File: src/rtl/wb_pkg.sv
// Shared types and default geometry for the write-back queue.
// Entry widths here fix the queue's DW/AW parameters.
package wb_pkg;

  localparam int WB_DEPTH = 4;
  localparam int WB_DW    = 8;
  localparam int WB_AW    = 2;

  typedef struct packed {
    logic [WB_AW-1:0] addr;
    logic [WB_DW-1:0] data;
  } wb_entry_t;

endpackage

File: src/rtl/wb_fwd_lookup.sv
// Youngest-first forwarding search over the pending entries of the write-back queue.
// Only valid slots (head .. head+count-1) take part; a later match overrides an earlier one.
module wb_fwd_lookup
  import wb_pkg::*;
#(
  parameter int DEPTH = WB_DEPTH,
  localparam int PW   = $clog2(DEPTH)
) (
  input  wb_entry_t          entries [DEPTH],
  input  logic [PW-1:0]      head,
  input  logic [PW:0]        count,
  input  logic [WB_AW-1:0]   lookup_addr,
  output logic               hit,
  output logic [WB_DW-1:0]   data
);

  logic [PW-1:0] idx;

  // NOTE: every always_comb output gets a default before any branch, otherwise a
  // path that skips the assignment infers a latch; blocking '=' is right here
  // because later loop iterations must see earlier results.
  always_comb begin
    hit  = 1'b0;
    data = '0;
    idx  = '0;
    for (int i = 0; i < DEPTH; i++) begin
      idx = head + PW'(i);
      if (((PW+1)'(i) < count) && (entries[idx].addr == lookup_addr)) begin
        hit  = 1'b1;
        data = entries[idx].data;
      end
    end
  end

endmodule

File: src/rtl/wb_queue.sv
// Write-back queue: two producers in (load older than ALU), one register-file write out per cycle.
// Optional forwarding lookup enabled by defining WB_FWD_EN.
module wb_queue
  import wb_pkg::*;
#(
  parameter int DEPTH = WB_DEPTH,
  parameter int DW    = WB_DW,
  parameter int AW    = WB_AW
) (
  input  logic                    Clk,
  input  logic                    Reset,
  input  logic                    LdValid,
  input  logic [AW-1:0]           LdAddr,
  input  logic [DW-1:0]           LdData,
  output logic                    LdReady,
  input  logic                    AluValid,
  input  logic [AW-1:0]           AluAddr,
  input  logic [DW-1:0]           AluData,
  output logic                    AluReady,
  output logic                    Wen,
  output logic [AW-1:0]           Wd,
  output logic [DW-1:0]           Wdat,
  output logic [$clog2(DEPTH):0]  Level,
  input  logic [AW-1:0]           LookupAddr,
  output logic                    LookupHit,
  output logic [DW-1:0]           LookupData
);

  localparam int PW = $clog2(DEPTH);

  wb_entry_t     mem [DEPTH];
  logic [PW-1:0] head;
  logic [PW-1:0] tail;
  logic [PW:0]   count;

  logic [PW:0]   free;
  logic          ld_acc;
  logic          alu_acc;
  logic          pop;
  logic [PW-1:0] alu_slot;

  // Space comes from the registered count only; this cycle's pop frees nothing yet.
  assign free     = (PW+1)'(DEPTH) - count;
  assign LdReady  = !Reset && (free != '0);
  assign AluReady = !Reset && (LdValid ? (free >= (PW+1)'(2)) : (free != '0));

  assign ld_acc   = LdValid  && LdReady;
  assign alu_acc  = AluValid && AluReady;
  assign pop      = !Reset && (count != '0);
  assign alu_slot = ld_acc ? tail + PW'(1) : tail;

  // NOTE: sequential state uses non-blocking '<=' so every register samples
  // pre-edge values regardless of statement order.
  always_ff @(posedge Clk) begin
    if (Reset) begin
      head  <= '0;
      tail  <= '0;
      count <= '0;
    end else begin
      head  <= head + PW'(pop);
      tail  <= tail + PW'(ld_acc) + PW'(alu_acc);
      count <= count + (PW+1)'(ld_acc) + (PW+1)'(alu_acc) - (PW+1)'(pop);
    end
  end

  // NOTE: the entry storage is deliberately not reset; count gates every read,
  // so stale contents are never observable and the array stays plain RAM.
  always_ff @(posedge Clk) begin
    if (ld_acc) begin
      mem[tail].addr <= LdAddr;
      mem[tail].data <= LdData;
    end
    if (alu_acc) begin
      mem[alu_slot].addr <= AluAddr;
      mem[alu_slot].data <= AluData;
    end
  end

  // Retire port: the bus is forced to zero whenever no write is issued.
  always_comb begin
    Wen  = pop;
    Wd   = '0;
    Wdat = '0;
    if (pop) begin
      Wd   = mem[head].addr;
      Wdat = mem[head].data;
    end
  end

  assign Level = Reset ? '0 : count;

`ifdef WB_FWD_EN
  logic          fwd_hit;
  logic [DW-1:0] fwd_data;

  wb_fwd_lookup #(
    .DEPTH (DEPTH)
  ) u_fwd_lookup (
    .entries     (mem),
    .head        (head),
    .count       (count),
    .lookup_addr (LookupAddr),
    .hit         (fwd_hit),
    .data        (fwd_data)
  );

  assign LookupHit  = !Reset && fwd_hit;
  assign LookupData = LookupHit ? fwd_data : '0;
`else
  logic unused_lookup;
  assign unused_lookup = ^LookupAddr;
  assign LookupHit     = 1'b0;
  assign LookupData    = '0;
`endif

endmodule

File: config.mk
export PLATFORM = sky130hd
export DESIGN_NAME = wb_queue
export DESIGN_NICKNAME = d
export VERILOG_FILES = /design/src/rtl/wb_pkg.sv /design/src/rtl/wb_fwd_lookup.sv /design/src/rtl/wb_queue.sv
export SDC_FILE = /design/constraint.sdc
export NUM_CORES = 1
export LEC_CHECK = 0
export CAP_MARGIN = 20
export CORE_MARGIN = 2
export CORE_UTILIZATION = 47
export DETAILED_ROUTE_END_ITERATION = 8
export GPL_ROUTABILITY_DRIVEN = 0
export HOLD_SLACK_MARGIN = 0.02
export PLACE_DENSITY = 0.82
export SETUP_SLACK_MARGIN = 0.4
export SLEW_MARGIN = 20
export SYNTH_ARGS = -nofsm -noshare
export SYNTH_HDL_FRONTEND = slang
export SYNTH_SLANG_ARGS = --single-unit
File: constraint.sdc
create_clock -name Clk -period 2.7 [get_ports Clk]
set_clock_uncertainty 0.05 [all_clocks]
set_input_delay 0.54 -clock Clk [delete_from_list [all_inputs] [get_ports Clk]]
set_output_delay 0.54 -clock Clk [all_outputs]
set_load 0.03 [all_outputs]
==> out/summary.txt <==
cell area after synthesis -> 2730 µm²
final core occ -> 0.714
number of H-tree levels -> 2
Tot GR Track Use -> 0.203
I/O pins -> 51
port bufs -> 39
initial antenna violation count -> 0
FMAX -> 389 MHz
hold_ws -> 563 ps
Rows -> 27
Min-Delay Endpoint -> tail[1]
Worst VDD drop -> 0.324 mV
gr ovfl total -> 0
Die Y -> 80.3 µm
final-stage net count -> 306
Req. time, crit path -> 2700 ps
cell repeated most along the worst path -> ha_4
TritonCTS clock tree -> done
number of synthesized register bits -> 47
HP Start -> tail[1]
Post-synth EDFFs -> 40
r2r setup slk -> 130 ps
CP startpoint kind -> register
dpl hpwl -> 3690 µm
clock buffer count from CTS -> 5
Core ar. -> 5570 µm²
CTS clk-pin slew, worst paths -> 80 ps
Worst-Skew Late Latency -> 300 ps
reg-to-reg endpoint -> mem[1][7]
Initial Utilization -> 0.490
Max clock buf depth -> 2
Max Cap Viol -> 0
DRT Wirelength -> 6770 µm
static leakage -> 0.00165 µW
outcome -> complete, no violations
Slew Limit Fails -> 0
worst-path cell chain -> inv_4 -> ha_4 -> ha_4 -> or3b_4 -> or3_4 -> a21boi_4 -> buf_6 -> mux2_4
post-synthesis sequential area ratio -> 0.491
global-route wire length before repair -> 9380 µm
Yosys warnings -> 0
initial drt markers -> 150
Unique masters post-synth -> 29
minimum clock period -> 2570 ps
vias in the first global route -> 1790
DRC -> 0
fill count -> 335
ys async rst share -> 0
Worst Path Max Fanout -> 5
DR vias/cell -> 5.37
Mapped Cells -> 187
largest net degree at the start of global routing -> 14
CTS sink cnt -> 47
Final Hold Viols -> 0
kind of critical path -> reg2reg
crit end category -> register
drt wl/cell -> 20.0 µm
setup violators final -> 0
Tcrit/Tclk final -> 0.951
post-route ant nets -> 0
reg-to-reg startpoint -> count[1]
Min-Delay Path Class -> reg2reg
die area -> 6440 µm²
worst stage delay on the critical path -> 420 ps
cell taking the most area after synthesis -> edfxtp_1
Synth Flop Type -> edfxtp_1
DRT Pass-1 Iters -> 4
Worst EP arrival -> 2570 ps
hold path cells -> 2
post-synth top area share -> 0.440
DR vias -> 1819
Die X -> 80.3 µm
hold_buf cts -> 0
syn_area_per_cell -> 14.6 µm²
Cell Pwr Density -> 761 nW/µm²
share of layout cells above drive strength 1 -> 0.558
ant diodes -> 0
area delta synth->final -> 45.7%
RSZ-0062 raised after global routing -> true
slowest CP cell -> or3b_4
Root Buffer -> clkbuf_8
r2r worst-path depth -> 8
synth top area cells -> edfxtp_1 (44%), mux2_4 (9.9%), mux2_1 (9.1%)
## worst max-delay path: cells and delay by family, from the launching register on
family	cells	cell delay (ps)
buffers and inverters	2	210
and+or+nand+nor	2	820
AOI/OAI and AO/OA	1	230
DFF	1	370
adders and majority gates	2	330
muxes	1	300
## metrics by stage
stage | power, µW | TNS, ps | std cells | setup WS [ps] | cell area, µm²
floorplan | 1840 | 0 | 195 | 212 | 2880
global placement | 2130 | -6990 | 306 | -132 | 3330
detailed placement | 2180 | -8420 | 306 | -154 | 3330
CTS | 2910 | 0 | 331 | 193 | 3820
global route | 3170 | 0 | 339 | 108 | 3980
finish | 3030 | 0 | 339 | 131 | 3980
## synth_stat cells, types with 3 or more instances
| cell | count |
|---|---|
| and2_1 | 10 |
| buf_2 | 4 |
| buf_4 | 9 |
| clkbuf_1 | 3 |
| dfxtp_1 | 7 |
| edfxtp_1 | 40 |
| fa_1 | 3 |
| ha_1 | 10 |
| inv_1 | 8 |
| mux2_1 | 22 |
| mux2_4 | 18 |
| mux4_2 | 10 |
| nand2_1 | 4 |
| nor2_1 | 9 |
| nor2b_1 | 4 |
| nor3_1 | 3 |
| xnor2_1 | 4 |
## worst max-delay path by stage
stage               startpoint         to  slack [ps]  cells past startpoint
global placement         Reset  mem[1][4]        -130                      6
detailed placement     LdValid   count[1]        -150                      7
floorplan             count[1]   count[1]         210                     10
CTS                   count[1]  mem[1][9]         190                      8
finish                count[1]  mem[1][7]         130                      8
global route          count[1]  mem[1][7]         110                      8
## cell families after synthesis
kind of cell | Yosys count | synth area share
muxes | 50 | 0.272
DFF | 47 | 0.491
and+or+nand+nor | 39 | 0.0806
buffers and inverters | 27 | 0.0572
adders and majority gates | 13 | 0.0678
AOI/OAI and AO/OA | 6 | 0.0174
xor gates and xnor gates | 4 | 0.0128
other | 1 | 0.00137
## timing repair
action / in CTS / in global routing
pin swaps: 5 / 7
gates cloned: 4 / 1
setup buffers: 14 / 7
endpoints found under the setup margin: 95 / 91
endpoints found under the hold margin: 0 / 0
gates resized for setup: 54 / 24
## flip-flops by register name, indices dropped and copies added, names as in the netlist
| signal | flops |
|---|---|
| tail | 2 |
| count | 3 |
| head | 2 |
| mem | 40 |
## power by group
group | internal, µW | switching [µW]
sequential | 937 | 81.0
combinational | 809 | 710
clock | 271 | 222
## layout by cell type, fill, tap and decap left out, types with 3 or more instances in the layout
cell	Yosys	layout
a21o_4	0	3
and2_1	10	8
buf_4	9	33
buf_6	2	19
clkbuf_8	0	5
clkdlybuf4s50_1	0	21
conb_1	1	9
dfxtp_2	0	4
edfxtp_1	40	40
ha_1	10	6
ha_4	0	4
inv_1	8	4
mux2_4	18	39
mux4_2	10	10
nand2_8	0	3
nor2_1	9	8
nor2b_1	4	4
xnor2_1	4	4
## layout make-up
cell class	count	area (µm²)	share of cell area
Sequential cell	47	1350	0.340
Inverter	9	51.3	0.0129
Clock inverter	1	30.0	0.00754
Multi-Input combinational cell	124	1580	0.397
Timing Repair Buffer	80	803	0.202
Tap cell	72	90.1	0.0226
Clock buffer	6	72.6	0.0182
## per-layer routing
metal / global-route usage / routed length (µm)
met2: 0.373 / 3590
met1: 0.237 / 2770
met4: 0.0644 / 177
met3: 0.0393 / 231
met5: 0 / 0
Note: power is estimated with default switching activity, not from simulation.
